==> src/rtl/stereo_pkg.sv <==
// Shared types and window sizing for the stereo block-matching datapath.
package stereo_pkg;

    localparam int WIN_W = 3;
    localparam int WIN_H = 2;
    // Accumulator wide enough for WIN_W*WIN_H worst-case squared differences
    localparam int ACC_W = $clog2(255 * 255 * WIN_W * WIN_H) + 1;

    typedef logic [7:0] pixel_t;

    typedef enum logic [1:0] {
        IDLE,
        ISSUE,
        DRAIN,
        DONE
    } feeder_state_t;

endpackage

==> src/rtl/ssd_window_feeder_valid_delay_line.sv <==
// Fixed-depth 1-bit shift register that aligns an address-valid tag with BRAM read data.
module valid_delay_line #(
    parameter int DEPTH = 2
) (
    input  logic clk_in,
    input  logic rst_in,
    input  logic tag,
    output logic tag_dly
);

    logic [DEPTH-1:0] tag_sr;

    // Advance the tag one stage per cycle; reset flushes every stage
    always_ff @(posedge clk_in) begin
        if (rst_in) begin
            tag_sr <= '0;
        end else begin
            tag_sr[0] <= tag;
            for (int s = 1; s < DEPTH; s++) begin
                tag_sr[s] <= tag_sr[s-1];
            end
        end
    end

    assign tag_dly = tag_sr[DEPTH-1];

endmodule

==> src/rtl/ssd_window_feeder.sv <==
// Sequences one stereo SSD window: issues clamped left/right BRAM addresses,
// realigns returning pixels into valid pairs for the MAC, and signals completion.
module ssd_window_feeder
    import stereo_pkg::*;
#(
    parameter int WIDTH    = 320,
    parameter int HEIGHT   = 240,
    parameter int MAX_DISP = 64,
    parameter int READ_LAT = 2
) (
    input  logic                              clk_in,
    input  logic                              rst_in,
    input  logic                              start_in,
    input  logic [$clog2(WIDTH)-1:0]          x_in,
    input  logic [$clog2(HEIGHT)-1:0]         y_in,
    input  logic [$clog2(MAX_DISP+1)-1:0]     disp_in,
    output logic                              busy_out,
    output logic [$clog2(WIDTH*HEIGHT)-1:0]   left_addr_out,
    output logic [$clog2(WIDTH*HEIGHT)-1:0]   right_addr_out,
    input  pixel_t                            left_data_in,
    input  pixel_t                            right_data_in,
    output pixel_t                            left_pixel_out,
    output pixel_t                            right_pixel_out,
    output logic                              pair_valid_out,
    output logic                              mac_clear_out,
    output logic                              window_done_out
);

    localparam int XW = $clog2(WIDTH);
    localparam int YW = $clog2(HEIGHT);
    localparam int DW = $clog2(MAX_DISP + 1);
    localparam int AW = $clog2(WIDTH * HEIGHT);
    localparam int CW = XW + 2;            // column plus carry plus sign
    localparam int RW = YW + 1;            // row plus carry
    localparam int IW = (WIN_W > 1) ? $clog2(WIN_W) : 1;
    localparam int JW = (WIN_H > 1) ? $clog2(WIN_H) : 1;
    localparam int NW = $clog2(READ_LAT + 2);

    feeder_state_t state, state_nxt;

    logic [XW-1:0] x_q;
    logic [YW-1:0] y_q;
    logic [DW-1:0] disp_q;
    logic [IW-1:0] i_cnt;
    logic [JW-1:0] j_cnt;
    logic [NW-1:0] drain_cnt;
    logic          issue_last;
    logic          drain_last;
    logic          vld_p0;
    logic          vld_p1;

    logic signed [CW-1:0] lcol_s;
    logic signed [CW-1:0] rcol_s;
    logic [RW-1:0]        row_s;
    logic [AW-1:0]        row_base;
    logic [AW-1:0]        left_addr_c;
    logic [AW-1:0]        right_addr_c;

    function automatic logic [DW-1:0] sat_disp(input logic [DW-1:0] d);
        if (d > DW'(MAX_DISP)) return DW'(MAX_DISP);
        return d;
    endfunction

    function automatic logic [XW-1:0] clamp_col(input logic signed [CW-1:0] c);
        if (c[CW-1]) return '0;
        if (c > $signed(CW'(WIDTH - 1))) return XW'(WIDTH - 1);
        return c[XW-1:0];
    endfunction

    function automatic logic [YW-1:0] clamp_row(input logic [RW-1:0] r);
        if (r > RW'(HEIGHT - 1)) return YW'(HEIGHT - 1);
        return r[YW-1:0];
    endfunction

    assign issue_last = (i_cnt == IW'(WIN_W - 1)) && (j_cnt == JW'(WIN_H - 1));
    assign drain_last = (drain_cnt == NW'(READ_LAT));

    // State register
    always_ff @(posedge clk_in) begin
        if (rst_in) state <= IDLE;
        else        state <= state_nxt;
    end

    // Next state and control outputs
    always_comb begin
        state_nxt       = state;
        busy_out        = 1'b0;
        mac_clear_out   = 1'b0;
        window_done_out = 1'b0;
        vld_p0          = 1'b0;
        case (state)
            IDLE: begin
                if (start_in) state_nxt = ISSUE;
            end
            ISSUE: begin
                busy_out      = 1'b1;
                vld_p0        = 1'b1;
                mac_clear_out = (i_cnt == '0) && (j_cnt == '0);
                if (issue_last) state_nxt = DRAIN;
            end
            DRAIN: begin
                busy_out = 1'b1;
                if (drain_last) state_nxt = DONE;
            end
            DONE: begin
                busy_out        = 1'b1;
                window_done_out = 1'b1;
                state_nxt       = IDLE;
            end
            default: state_nxt = IDLE;
        endcase
    end

    // Request latch and row-major window / drain counters
    always_ff @(posedge clk_in) begin
        if (rst_in) begin
            x_q       <= '0;
            y_q       <= '0;
            disp_q    <= '0;
            i_cnt     <= '0;
            j_cnt     <= '0;
            drain_cnt <= '0;
        end else begin
            if (state == IDLE && start_in) begin
                x_q       <= x_in;
                y_q       <= y_in;
                disp_q    <= sat_disp(disp_in);
                i_cnt     <= '0;
                j_cnt     <= '0;
                drain_cnt <= '0;
            end
            if (state == ISSUE) begin
                if (i_cnt == IW'(WIN_W - 1)) begin
                    i_cnt <= '0;
                    j_cnt <= j_cnt + 1'b1;
                end else begin
                    i_cnt <= i_cnt + 1'b1;
                end
            end
            if (state == DRAIN) drain_cnt <= drain_cnt + 1'b1;
        end
    end

    // Clamped address generation; sign bit keeps x+i-disp from wrapping
    always_comb begin
        lcol_s       = CW'(x_q) + CW'(i_cnt);
        rcol_s       = lcol_s - CW'(disp_q);
        row_s        = RW'(y_q) + RW'(j_cnt);
        row_base     = AW'(clamp_row(row_s)) * AW'(WIDTH);
        left_addr_c  = row_base + AW'(clamp_col(lcol_s));
        right_addr_c = row_base + AW'(clamp_col(rcol_s));
    end

    assign left_addr_out  = vld_p0 ? left_addr_c  : '0;
    assign right_addr_out = vld_p0 ? right_addr_c : '0;

    // ---- stage boundary: address issue -> BRAM data return ----
    valid_delay_line #(
        .DEPTH (READ_LAT)
    ) u_tag_dly (
        .clk_in  (clk_in),
        .rst_in  (rst_in),
        .tag     (vld_p0),
        .tag_dly (vld_p1)
    );

    // ---- stage boundary: BRAM data -> registered MAC pair ----
    // Capture returning pixels as a pair for the MAC
    always_ff @(posedge clk_in) begin
        if (rst_in) begin
            pair_valid_out  <= 1'b0;
            left_pixel_out  <= '0;
            right_pixel_out <= '0;
        end else begin
            pair_valid_out <= vld_p1;
            if (vld_p1) begin
                left_pixel_out  <= left_data_in;
                right_pixel_out <= right_data_in;
            end
        end
    end

endmodule
==> config.mk <==
export PLATFORM = sky130hd
export DESIGN_NAME = ssd_window_feeder
export DESIGN_NICKNAME = d
export VERILOG_FILES = /design/src/rtl/stereo_pkg.sv /design/src/rtl/ssd_window_feeder_valid_delay_line.sv /design/src/rtl/ssd_window_feeder.sv
export SDC_FILE = /design/constraint.sdc
export NUM_CORES = 1
export LEC_CHECK = 0
export CAP_MARGIN = 15
export CORE_ASPECT_RATIO = 0.6
export CORE_MARGIN = 2
export CORE_UTILIZATION = 50
export CTS_BUF_LIST = sky130_fd_sc_hd__clkbuf_8
export DETAILED_ROUTE_END_ITERATION = 10
export GPL_TIMING_DRIVEN = 1
export PLACE_DENSITY = 0.81
export SYNTH_ARGS = -nofsm -noshare
export SYNTH_HDL_FRONTEND = slang
export SYNTH_SLANG_ARGS = --single-unit
==> constraint.sdc <==
create_clock -name clk_in -period 11.35 [get_ports clk_in]
set_clock_uncertainty 0.1 [all_clocks]
set_input_delay 3.405 -clock clk_in [delete_from_list [all_inputs] [get_ports clk_in]]
set_output_delay 3.405 -clock clk_in [all_outputs]
set_load 0.01 [all_outputs]
**Yosys cells after proc, flatten, opt, wreduce, memory -nomap -nowiden**

Index checks and enable logic that the tools add are counted.

- Output and inout port bits: 54
- Bits of input ports: 43
- Bits in registers: 50
- Logic and storage cells: 81

- $add $sub $neg: 8
- Muxes and demuxes: 39
- Reduce and logical (&&, ||, !) cells: 9
- Equality and inequality tests: 8
- Bitwise logic cells: 1
- $lt $le $gt $ge: 4
- $mul: 1

Operator list:

| kind | number |
|---|---|
| 9-bit 2-to-1 mux | 8 |
| 17-bit by 9-bit adder with 17-bit output | 2 |
| 17-bit 2-to-1 mux | 2 |
| 1-bit 2-to-1 mux | 17 |
| 8-bit 2-to-1 mux | 2 |
| 2-bit 2-to-1 mux | 7 |
| 7-bit 2-to-1 mux | 2 |
| 11-bit by 10-bit > comparator with 1-bit output (second input constant) | 1 |
| 8-bit by 3-bit multiplier with 11-bit output (second input constant) | 1 |
| 10-bit by 7-bit subtractor with 11-bit output | 1 |
| 9-bit by 2-bit adder with 10-bit output | 1 |
| 10-bit by 9-bit > comparator with 1-bit output (second input constant) | 1 |
| 8-bit by 1-bit adder with 9-bit output | 1 |
| 9-bit by 8-bit > comparator with 1-bit output (second input constant) | 1 |
| 2-bit == test (second input constant) | 4 |
| 2-bit case mux with 4 select lines | 1 |
| 7-bit > comparator (second input constant) | 1 |
| 2-bit inequality test (second input constant) | 3 |
| 2-bit by 1-bit adder with 2-bit output (second input constant) | 2 |
| 2-bit zero test | 2 |
| 2-bit nonzero test | 2 |
| 1-bit logical AND | 3 |
| 3-bit AND reduction | 1 |
| 3-bit OR reduction | 1 |
| other kinds (3) | 3 |

**Logic depth before layout (Yosys ltp)**

Gate-level depths: netlist of run 1.

- Depth after elaboration: 9
- Gate-level depth with buffers: 19

**Hierarchy**

A second synthesis of run 1 with hierarchy kept.

- Cells, all modules: 492
- Area, all modules: 3834.9 µm²

By module, submodules not included:

| module | cells an instance | times used | seq. area each (µm²) | area each (µm²) |
|---|---|---|---|---|
| ssd_window_feeder | 488 | 1 | 960.9 | 3782.4 |
| valid_delay_line | 4 | 1 | 40.0 | 52.6 |

**Least setup slack after synthesis of run 1**

OpenSTA, ideal clock, no wires.

- Path kind: register to output
- Start point: register i_cnt[0]
- End point: output right_addr_out[15]
- Cell stages (with the launch flop): 20
- Path slack: 3.634 ns
- Arrival time: 4.211 ns
- Cell sequence: dfxtp_1 ha_1 fa_1 nand3_1 xnor2_1 ha_1 a21oi_2 nor2b_1 or3_4 or4_1 o2111a_2 a21oi_4 and2_1 ha_1 a21o_1 a21oi_1 nor2_1 nand4_1 xnor2_1 and2_1

- Longest elaborated chain between the ends: 9
- Elaborated cells on any way between the ends: 11
- Classes of those cells: add/sub: 3; order compare: 1; mux: 7

Ends and longest elaborated chain:

| item | RTL line | source |
|---|---|---|
| start, declared | ssd_window_feeder.sv:44 | `logic [IW-1:0] i_cnt;` |
| start signal, assigned | ssd_window_feeder.sv:137 | `i_cnt <= i_cnt + 1'b1;` |
| 9-bit by 2-bit adder with 10-bit output * | ssd_window_feeder.sv:146 | `lcol_s = CW'(x_q) + CW'(i_cnt);` |
| 10-bit by 7-bit subtractor with 11-bit output * | ssd_window_feeder.sv:147 | `rcol_s = lcol_s - CW'(disp_q);` |
| 11-bit by 10-bit > comparator with 1-bit output | ssd_window_feeder.sv:66 | `if (c > $signed(CW'(WIDTH - 1))) return XW'(WIDTH - 1);` |
| 1-bit 2-to-1 mux (2 in series) | ssd_window_feeder.sv:66 |  |
| 9-bit 2-to-1 mux | ssd_window_feeder.sv:67 | `return c[XW-1:0];` |
| 9-bit 2-to-1 mux * | ssd_window_feeder.sv:66 |  |
| 17-bit by 9-bit adder with 17-bit output * | ssd_window_feeder.sv:151 | `right_addr_c = row_base + AW'(clamp_col(rcol_s));` |
| 17-bit 2-to-1 mux * | ssd_window_feeder.sv:155 | `assign right_addr_out = vld_p0 ? right_addr_c : '0;` |
| end, declared | ssd_window_feeder.sv:19 | `output logic [$clog2(WIDTH*HEIGHT)-1:0] right_addr_out,` |

Every way passes the cells marked *; elsewhere a longest branch is shown, timed or not. The select of a mux whose other input is x is not followed.

**Final worst setup path of run 1**

Ends and elaborated chain as after synthesis.

==> impl_metrics.json, run 1 <==
{
  "finalSetupViolations": 0,
  "instances_no_fill": 669,
  "drt-wirelength-per-cell_um": 14.3,
  "htree_levels": 2,
  "root_buffer": "clkbuf_8",
  "detail_route.first_pass.iterations": 4,
  "crit_type": "register to output pin",
  "transition_time_of_the_tightest_slew_check_pin_ns": 0.932,
  "postLayoutSetupSlackWorst_ns": 2.33,
  "cell_area_after_synthesis_sq_mm": 0.00387,
  "ff2ff_setup_slack_ns": 9.36,
  "p_leak_nw": 1.99,
  "finalMaxSlewViolations": 0,
  "gp_congestion": 0.907,
  "synth_sequential_area_ratio_pct": 25.9,
  "tritoncts_clock_tree": "built",
  "worstPathArrival_ns": 5.51,
  "yosys.area_share.adder_pct": 13.9,
  "fmax_mhz": 111,
  "place_inst": 661,
  "min_period_ns": 9.02,
  "synth_simple_gate_area_share_pct": 25.0,
  "grt_antenna_before_repair": 0,
  "min_period_over_period_pct": 79.5,
  "io_pins": 97,
  "detailed_place_hpwl_um": 7460,
  "dieWidth_um": 118,
  "critical_path.max_fanout": 7,
  "postSynthNetCount": 563,
  "antenna_cells_inserted": 0,
  "globalRoute.totalOverflow": 0,
  "synth-compound-area-share_pct": 15.2,
  "clk_latency_ns": 0.31,
  "multi_input_comb_area_sq_mm": 0.00268,
  "synth-main-ff-cell": "dfxtp_1",
  "layout_commonest_cell": "clkdlybuf4s50_1",
  "area_grow_syn2layout_pct": 28.7,
  "hold_class": "register to register",
  "clock_sinks": 50,
  "initialDrtViolationCount": 193,
  "totalNegativeSetupSlack_ns": 0,
  "postSynthCellCount": 480,
  "synth-seq-cells": 50,
  "p_per_area_mw_per_mm2": 175,
  "status": "finished clean",
  "postSynthAreaPerCell_sq_um": 8.07,
  "unrepaired_setup_endpoints_after_global_routing": "false",
  "core_area_sq_mm": 0.00739,
  "drtAntennaViolNets": 0,
  "routed-via-count": 3523,
  "synth_enable_flop_cells": 0,
  "post-layout-total-power_mw": 0.870,
  "sort_of_element_at_the_start_of_the_critical_path": "register",
  "seq_area_sq_mm": 0.00100,
  "hold_viol_final": 0,
  "groute.usage.overall_pct": 24.1,
  "worst_slew_margin_pct": 37.8,
  "endpoint_kind": "output pin",
  "dieArea_sq_mm": 0.00849,
  "clk_transition_reported_paths_ns": 0.09,
  "finalHoldWorstSlack_ns": 0.360,
  "yosys_warn_count": 0,
  "overall_die_height_um": 72.2,
  "critical_path_rt_ns": 7.85,
  "cts_setup_buffers": 0,
  "grt_start_max_net_pins": 51,
  "most-common-layout-cells": "clkdlybuf4s50_1, nand2_1, dfxtp_1",
  "largest_family_of_logic_cells_by_synthesized_area": "simple AND/OR/NAND/NOR gates",
  "synth_cell_types": 55,
  "numCtsBuffers": 5,
  "first_global_vias": 3492,
  "grt_pass1_wl_um": 16800,
  "place_ws_ns": 2.72,
  "max_cap_viol_count": 0,
  "initial_utilization_pct": 52.4,
  "row_count": 24,
  "clock_tree.buffer_depth": 2,
  "vias_per_cell": 5.27,
  "fillCellCount": 640,
  "muxShareOfSynthArea_pct": 6.08,
  "layout.nets": 647,
  "wl_um": 9600,
  "synth-async-reset-ratio_pct": 0,
  "synth_xor_xnor_area_share_pct": 9.05,
  "holdBufCountCts": 0,
  "cts_resized": 0,
  "final_layout_size_suffix_gt1_share_pct": 4.96,
  "vdd.ir_drop.worst_mv": 0.116,
  "route.detailed.drc": 0,
  "place.port_buffers": 96
}
==> cell usage after synthesis (3+ instances only) <==
master / count / area [sq um]
o21ai_0: 4 / 20.0
nand3b_1: 7 / 52.6
a21o_1: 5 / 37.5
nor2_1: 40 / 150
xnor2_1: 23 / 201
nand3_1: 10 / 50.1
clkbuf_1: 19 / 71.3
fa_1: 5 / 100
o21a_1: 10 / 75.1
nor3_1: 7 / 35.0
a21oi_1: 44 / 220
and2_1: 20 / 125
xor2_1: 12 / 105
or3_1: 3 / 18.8
o21bai_1: 3 / 22.5
nand2b_1: 7 / 43.8
and3_1: 4 / 25.0
nor2b_1: 13 / 81.3
or4_1: 3 / 22.5
mux2i_1: 19 / 190
nor4_1: 3 / 18.8
dfxtp_1: 50 / 1000
nand2_1: 63 / 236
ha_1: 35 / 438
mux2_2: 4 / 45.0
inv_1: 26 / 97.6
nand4_1: 5 / 31.3
==> layer usage <==
metal  wire length, um  GRT usage (%)  up-vias
li1                  -              -     1802
met4                74           5.09        0
met5                 0              0        -
met3               452           4.56        7
met1              4840           33.4     1625
met2              4230           39.7       89
==> metrics by stage <==
| stage | utilization [%] | cell area (sq um) |
|---|---|---|
| floorplan | - | 3870 |
| global placement | 66.2 | 4890 |
| detailed placement | 66.2 | 4890 |
| CTS | 67.4 | 4980 |
| global route | 67.4 | 4980 |
| finish | 67.4 | 4980 |
==> final timing paths <==
path              from                 end  depth (start not counted)
max           i_cnt[0]  right_addr_out[15]                         20
min reg2reg  disp_q[3]           disp_q[3]                          2
min          disp_q[3]           disp_q[3]                          2
max reg2reg   state[0]        drain_cnt[1]                          6
==> worst max-delay path: stages, from the launching register on <==
cell and delay [ns]:
dfxtp_1 0.37, ha_1 0.25, fa_1 0.47, nand3_1 0.13
xnor2_1 0.16, ha_1 0.34, a21oi_2 0.15, nor2b_1 0.07
or3_4 0.40, or4_1 0.47, o2111a_2 0.16, a21oi_4 0.24
and2_1 0.22, ha_1 0.24, a21o_1 0.15, a21oi_1 0.31
nor2_1 0.13, nand4_1 0.13, xnor2_1 0.13, and2_1 0.15
clkdlybuf4s50_1 0.53
==> power by group <==
group	total, mW	switching (mW)	internal (mW)
combinational	0.532	0.280	0.251
sequential	0.232	0.0314	0.201
clock	0.106	0.0579	0.0484
total	0.870	0.370	0.501
==> cells by family (layout without fill, tap and decap cells) <==
logic type | Yosys count | count (layout)
xor+xnor | 37 | 37
simple gates | 195 | 195
flops | 50 | 50
mux | 23 | 23
compound gates | 87 | 87
fa+ha+maj | 40 | 40
buf+inv | 48 | 133
==> registers in the layout, indices dropped and copies added, names as in the netlist, 7 cells and up <==
signal and count:
disp_q 7, y_q 8, x_q 9, left_pixel_out 8
right_pixel_out 8
==> final cells by class <==
cell class,instances,area share [%]
timing repair buffer,98,19.6
clock buffer,6,1.66
inverter,27,2.03
sequential,50,20.1
tap,104,2.61
clock inverter,2,0.176
multi-input combinational,382,53.8
Power figures use the tool's default switching activity.
==> inputs of run 2 (changes only) <==
==> constraint.sdc (replaced) <==
create_clock -name clk_in -period 9 [get_ports clk_in]
set_clock_uncertainty 0.1 [all_clocks]
set_input_delay 2.7 -clock clk_in [delete_from_list [all_inputs] [get_ports clk_in]]
set_output_delay 2.7 -clock clk_in [all_outputs]
set_load 0.01 [all_outputs]
==> run 2 against run 1 <==
Worst hold slack gained 0.0023 ns; non-clock buffer count is the same; sequential power grew 26%; worst setup slack lost 1.6 ns; cell area grew 0.38%; flip-flop and latch count is the same; core utilization grew 0.25 points; critical path type unchanged; critical endpoint is now right_addr_out[14].
==> impl_metrics.json, run 2 (synthesis gave the netlist of run 1 again) <==
{
  "status": "finished clean",
  "globalRoute.totalOverflow": 0,
  "min_delay_path_depth": 1,
  "place_ws_ns": 1.09,
  "htree_levels": 2,
  "routed-via-count": 3571,
  "reg2reg_depth": 6,
  "dieWidth_um": 118,
  "post-layout-total-power_mw": 1.13,
  "dieArea_sq_mm": 0.00849,
  "min_period_over_period_pct": 92.2,
  "first_global_vias": 3467,
  "critical_path.max_fanout": 6,
  "p_leak_nw": 2.00,
  "instances_no_fill": 669,
  "core_area_sq_mm": 0.00739,
  "sort_of_element_at_the_start_of_the_critical_path": "register",
  "cp_num_buf_inv": 1,
  "numCtsBuffers": 5,
  "critical_path_rt_ns": 6.20,
  "max_cap_viol_count": 0,
  "clock_tree.buffer_depth": 2,
  "detailed_place_hpwl_um": 7510,
  "hold_class": "register to register",
  "hold_viol_final": 0,
  "grt_pass1_wl_um": 16400,
  "antenna_cells_inserted": 0,
  "clk_latency_ns": 0.32,
  "totalNegativeSetupSlack_ns": 0,
  "overall_die_height_um": 72.2,
  "seq_area_sq_mm": 0.00100,
  "utilization_pct": 67.7,
  "postLayoutSetupSlackWorst_ns": 0.701,
  "detail_route.first_pass.iterations": 5,
  "io_pins": 97,
  "most-common-layout-cells": "clkdlybuf4s50_1, nand2_1, dfxtp_1",
  "p_per_area_mw_per_mm2": 225,
  "layout_commonest_cell": "clkdlybuf4s50_1",
  "wl_um": 9660,
  "layout.nets": 647,
  "clock_sinks": 50,
  "cts_setup_buffers": 0,
  "fmax_mhz": 121,
  "worst_path_most_repeated_cell": "ha_1",
  "crit_type": "register to output pin",
  "finalSetupViolations": 0,
  "grt_start_max_net_pins": 51,
  "area_grow_syn2layout_pct": 29.2,
  "finalMaxSlewViolations": 0,
  "ff2ff_setup_slack_ns": 6.98,
  "initial_utilization_pct": 52.4,
  "r2r-start": "state[0]",
  "holdBufCountCts": 0,
  "clk_transition_reported_paths_ns": 0.09,
  "ff_to_ff_end": "drain_cnt[1]",
  "tritoncts_clock_tree": "built",
  "grt_antenna_before_repair": 0,
  "route.detailed.drc": 0,
  "root_buffer": "clkbuf_8",
  "vias_per_cell": 5.34,
  "place.port_buffers": 96,
  "crit_chain": "ha_1 -> fa_1 -> xor2_1 -> ha_1 -> o21a_1 -> o31a_1 -> o41a_1 -> or2_1 -> o311ai_4 -> nor4_1 -> ha_1 -> fa_1 -> a21oi_1 -> nor2_1 -> nand3_1 -> xnor2_1 -> and2_1 -> clkdlybuf4s50_1",
  "initialDrtViolationCount": 171,
  "min-delay-start": "u_tag_dly.tag_sr[0]",
  "row_count": 24,
  "slowest_stage": "clkdlybuf4s50_1",
  "largest_register": "x_q",
  "drtAntennaViolNets": 0,
  "worst_slew_margin_pct": 37.8,
  "cts_resized": 0,
  "drt-wirelength-per-cell_um": 14.4,
  "final_layout_size_suffix_gt1_share_pct": 4.96,
  "unrepaired_setup_endpoints_after_global_routing": "false",
  "transition_time_of_the_tightest_slew_check_pin_ns": 0.932,
  "min_period_ns": 8.30,
  "largest_register_ff_count": 9,
  "fillCellCount": 640,
  "gp_congestion": 0.907,
  "place_inst": 661,
  "path_delay_family": "adder cells",
  "groute.usage.overall_pct": 23.7,
  "endpoint_kind": "output pin",
  "hold_path_end": "u_tag_dly.tag_sr[1]",
  "worstPathArrival_ns": 5.50,
  "multi_input_comb_area_sq_mm": 0.00268,
  "slowest_delay_ns": 0.54,
  "vdd.ir_drop.worst_mv": 0.165
}
[run 2: cell count changes in the layout (fill, tap and decap cells not counted), sizes merged]
cell | before | now
clkbuf | 6 | 5
clkinv | 1 | 0
bufinv | 0 | 1
clkinvlp | 0 | 1
[run 2: area by class of cell]
| type | instances | area share [%] |
|---|---|---|
| Tap cell | 104 | 2.60 |
| Clock buffer | 5 | 1.38 |
| Timing Repair Buffer | 98 | 19.5 |
| Clock inverter | 3 | 0.826 |
| Inverter | 27 | 2.03 |
| Sequential cell | 50 | 20.0 |
| Multi-Input combinational cell | 382 | 53.6 |
[run 2: worst max-delay path by stage]
| stage | cells past startpoint | endpoint | start |
|---|---|---|---|
| after floorplan | 19 | right_addr_out[15] | i_cnt[0] |
| after global placement | 20 | right_addr_out[15] | i_cnt[0] |
| after detailed placement | 20 | right_addr_out[15] | i_cnt[0] |
| after CTS | 20 | right_addr_out[15] | i_cnt[0] |
| after global routing | 20 | right_addr_out[15] | i_cnt[0] |
| final | 18 | right_addr_out[14] | i_cnt[0] |
[run 2: power breakdown]
part | internal, mW | total [mW] | switching [mW] | leakage [nW]
clock | 0.0818 | 0.160 | 0.0779 | 0.0556
combinational | 0.317 | 0.674 | 0.357 | 1.53
sequential | 0.254 | 0.293 | 0.0393 | 0.407
total | 0.652 | 1.13 | 0.475 | 2.00
[run 2: metrics by stage]
stage          hold slack, ns  cell area (sq um)
6_report                0.363               5000
5_1_grt                 0.370               5000
4_1_cts                 0.358               5000
3_5_place_dp            0.329               4890
3_3_place_gp            0.323               4890
2_1_floorplan           0.314               3870
[run 2: layer usage]
| layer | global-route usage [%] | wire length (um) | part of all wire (%) | vias to the layer above |
|---|---|---|---|---|
| met5 | 0 | 0 | 0 | - |
| met4 | 3.61 | 60 | 0.62 | 0 |
| met3 | 5.97 | 495 | 5.1 | 7 |
| met2 | 39.6 | 4340 | 45 | 100 |
| met1 | 32.1 | 4770 | 49 | 1664 |
| li1 | - | - | - | 1800 |
==> inputs of run 3 (changes only) <==
--- a/config.mk
+++ b/config.mk
@@ -7,7 +7,6 @@
 export LEC_CHECK = 0
 export CAP_MARGIN = 15
 export CORE_ASPECT_RATIO = 0.6
-export CORE_MARGIN = 2
 export CORE_UTILIZATION = 50
 export CTS_BUF_LIST = sky130_fd_sc_hd__clkbuf_8
 export DETAILED_ROUTE_END_ITERATION = 10
==> run 3 against run 2 <==
Die area is 4.4% lower; largest power group unchanged; register-to-register slack hardly changed; first-iteration DRC count is 4.7% higher; via count is 0.98% higher; worst hold slack worse by 0.0061 ns; sequential share of layout area is 0.14 points higher; cell area is 0.68% lower; critical path depth is 1 higher; sequential power hardly changed; critical endpoint is now right_addr_out[15]; routed wire length is 0.71% higher; maximum frequency is 0.31% lower.
==> impl_metrics.json, run 3 (synthesis gave the netlist of run 1 again) <==
{
  "ff2ff_setup_slack_ns": 6.97,
  "p_leak_nw": 1.99,
  "power.clock.fraction_pct": 11.1,
  "seq_power_share_pct": 26.9,
  "comb_power_share_pct": 62.1,
  "reg2reg_depth": 6,
  "slowest_delay_ns": 0.53,
  "core_area_sq_mm": 0.00739,
  "largest_register_ff_count": 9,
  "critical_path.max_fanout": 7,
  "initialDrtViolationCount": 179,
  "worst_path_most_repeated_cell": "ha_1",
  "grt_pass1_wl_um": 16600,
  "sw_frac_of_total_pct": 42.7,
  "worst_slew_margin_pct": 37.1,
  "switching_power_of_the_nets_mw": 0.463,
  "p_int_mw": 0.623,
  "overall_die_height_um": 70.2,
  "place.port_buffers": 96,
  "drt-wirelength-per-cell_um": 14.6,
  "cts_resized": 0,
  "route.detailed.drc": 0,
  "p_per_area_mw_per_mm2": 219,
  "vdd.ir_drop.worst_mv": 0.152,
  "endpoint_kind": "output pin",
  "final_layout_size_suffix_gt1_share_pct": 4.61,
  "vias_per_cell": 5.40,
  "transition_time_of_the_tightest_slew_check_pin_ns": 0.943,
  "place_inst": 661,
  "fillCellCount": 620,
  "groute.usage.overall_pct": 25.7,
  "crit_type": "register to output pin",
  "area_grow_syn2layout_pct": 28.3,
  "hold_class": "register to register",
  "ff_to_ff_end": "i_cnt[0]",
  "fmax_mhz": 120,
  "clock_tree.buffer_depth": 2,
  "detailed_place_hpwl_um": 7680,
  "cp_num_buf_inv": 1,
  "layout_commonest_cell": "clkdlybuf4s50_1",
  "finalMaxSlewViolations": 0,
  "crit_chain": "ha_1 -> fa_1 -> xor2_1 -> ha_1 -> o21a_1 -> o31a_1 -> o41a_1 -> or2_1 -> o311ai_4 -> a21oi_4 -> and2_1 -> ha_1 -> a21o_1 -> a21oi_1 -> nor2_1 -> nand4_1 -> xnor2_1 -> and2_1 -> clkdlybuf4s50_1",
  "dieArea_sq_mm": 0.00811,
  "detail_route.first_pass.iterations": 4,
  "globalRoute.totalOverflow": 0,
  "min_delay_path_depth": 2,
  "dieWidth_um": 116,
  "hold_viol_final": 0,
  "numCtsBuffers": 5,
  "hold_path_end": "disp_q[3]",
  "drtAntennaViolNets": 0,
  "grt_start_max_net_pins": 51,
  "path_delay_family": "compound AO/OA/AOI/OAI gates",
  "initial_utilization_pct": 52.4,
  "clk_transition_reported_paths_ns": 0.08,
  "cts_setup_buffers": 0,
  "worstPathArrival_ns": 5.52,
  "postLayoutSetupSlackWorst_ns": 0.676,
  "root_buffer": "clkbuf_8",
  "min-delay-start": "disp_q[3]",
  "status": "finished clean",
  "unrepaired_setup_endpoints_after_global_routing": "false",
  "min_period_over_period_pct": 92.5,
  "most-common-layout-cells": "clkdlybuf4s50_1, nand2_1, dfxtp_1",
  "critical_path_rt_ns": 6.20,
  "place_ws_ns": 1.05,
  "detailed_place.area_sq_mm": 0.00489,
  "finalHoldWorstSlack_ns": 0.356,
  "post-layout-total-power_mw": 1.09,
  "htree_levels": 2,
  "tritoncts_clock_tree": "built",
  "io_pins": 97,
  "r2r-start": "state[0]",
  "finalInstanceArea_sq_mm": 0.00497,
  "clock_sinks": 50,
  "holdBufCountCts": 0,
  "utilization_pct": 67.2,
  "min_period_ns": 8.32,
  "max_cap_viol_count": 0,
  "sort_of_element_at_the_start_of_the_critical_path": "register",
  "clk_latency_ns": 0.30,
  "totalNegativeSetupSlack_ns": 0,
  "gp_congestion": 0.910,
  "layout.nets": 647,
  "wl_um": 9730,
  "largest_register": "x_q",
  "slowest_stage": "clkdlybuf4s50_1",
  "routed-via-count": 3606,
  "instances_no_fill": 668,
  "first_global_vias": 3622,
  "row_count": 24,
  "finalSetupViolations": 0,
  "grt_antenna_before_repair": 0,
  "antenna_cells_inserted": 0
}
## run 3: cell types whose count changed in the layout (fill, tap and decap cells not counted), sizes merged
| cell | previous run | this run |
|---|---|---|
| clkinvlp | 1 | 0 |
| bufinv | 1 | 0 |
| inv | 28 | 29 |
## run 3: layout make-up
cell class                      count  area, sq um  area share (%)
Multi-Input combinational cell    382         2680            54.0
Sequential cell                    50         1000            20.2
Timing Repair Buffer               98          976            19.7
Tap cell                          104          130            2.62
Inverter                           27          101            2.04
Clock buffer                        5         68.8            1.39
Clock inverter                      2         7.51           0.151
## run 3: worst max-delay path by stage
| stage | startpoint | end | slack (ns) | cells after the start |
|---|---|---|---|---|
| after floorplan | i_cnt[0] | right_addr_out[15] | 1.99 | 19 |
| after global placement | i_cnt[0] | right_addr_out[14] | 1.26 | 18 |
| after detailed placement | i_cnt[0] | right_addr_out[15] | 1.05 | 20 |
| after CTS | i_cnt[0] | right_addr_out[15] | 0.70 | 20 |
| after global routing | i_cnt[0] | right_addr_out[15] | 0.36 | 19 |
| final | i_cnt[0] | right_addr_out[15] | 0.68 | 19 |
## run 3: per-layer routing
| layer | track usage, % | share of wire, % | vias up | wire length, um |
|---|---|---|---|---|
| li1 | - | - | 1798 | - |
| met1 | 35.5 | 50 | 1709 | 4830 |
| met2 | 41.7 | 45 | 89 | 4420 |
| met3 | 3.99 | 4.2 | 10 | 407 |
| met4 | 6.20 | 0.75 | 0 | 73 |
| met5 | 0 | 0 | - | 0 |
## run 3: worst reg2reg max path, delay by kind of cell (launching register included)
kind | cells | cell delay [ns]
buffers and inverters | 1 | 0.11
AOI/OAI and AO/OA | 1 | 0.21
adders and majority gates | 1 | 0.19
DFF | 1 | 0.35
and+or+nand+nor | 3 | 0.94
## run 3: power groups by stage
stage	sequential (mW)	combinational [mW]	clock, mW
global placement	0.294	0.646	0
finish	0.292	0.674	0.120
CTS	0.292	0.674	0.125
detailed placement	0.297	0.668	0
floorplan	0.282	0.466	0
global route	0.298	0.745	0.135
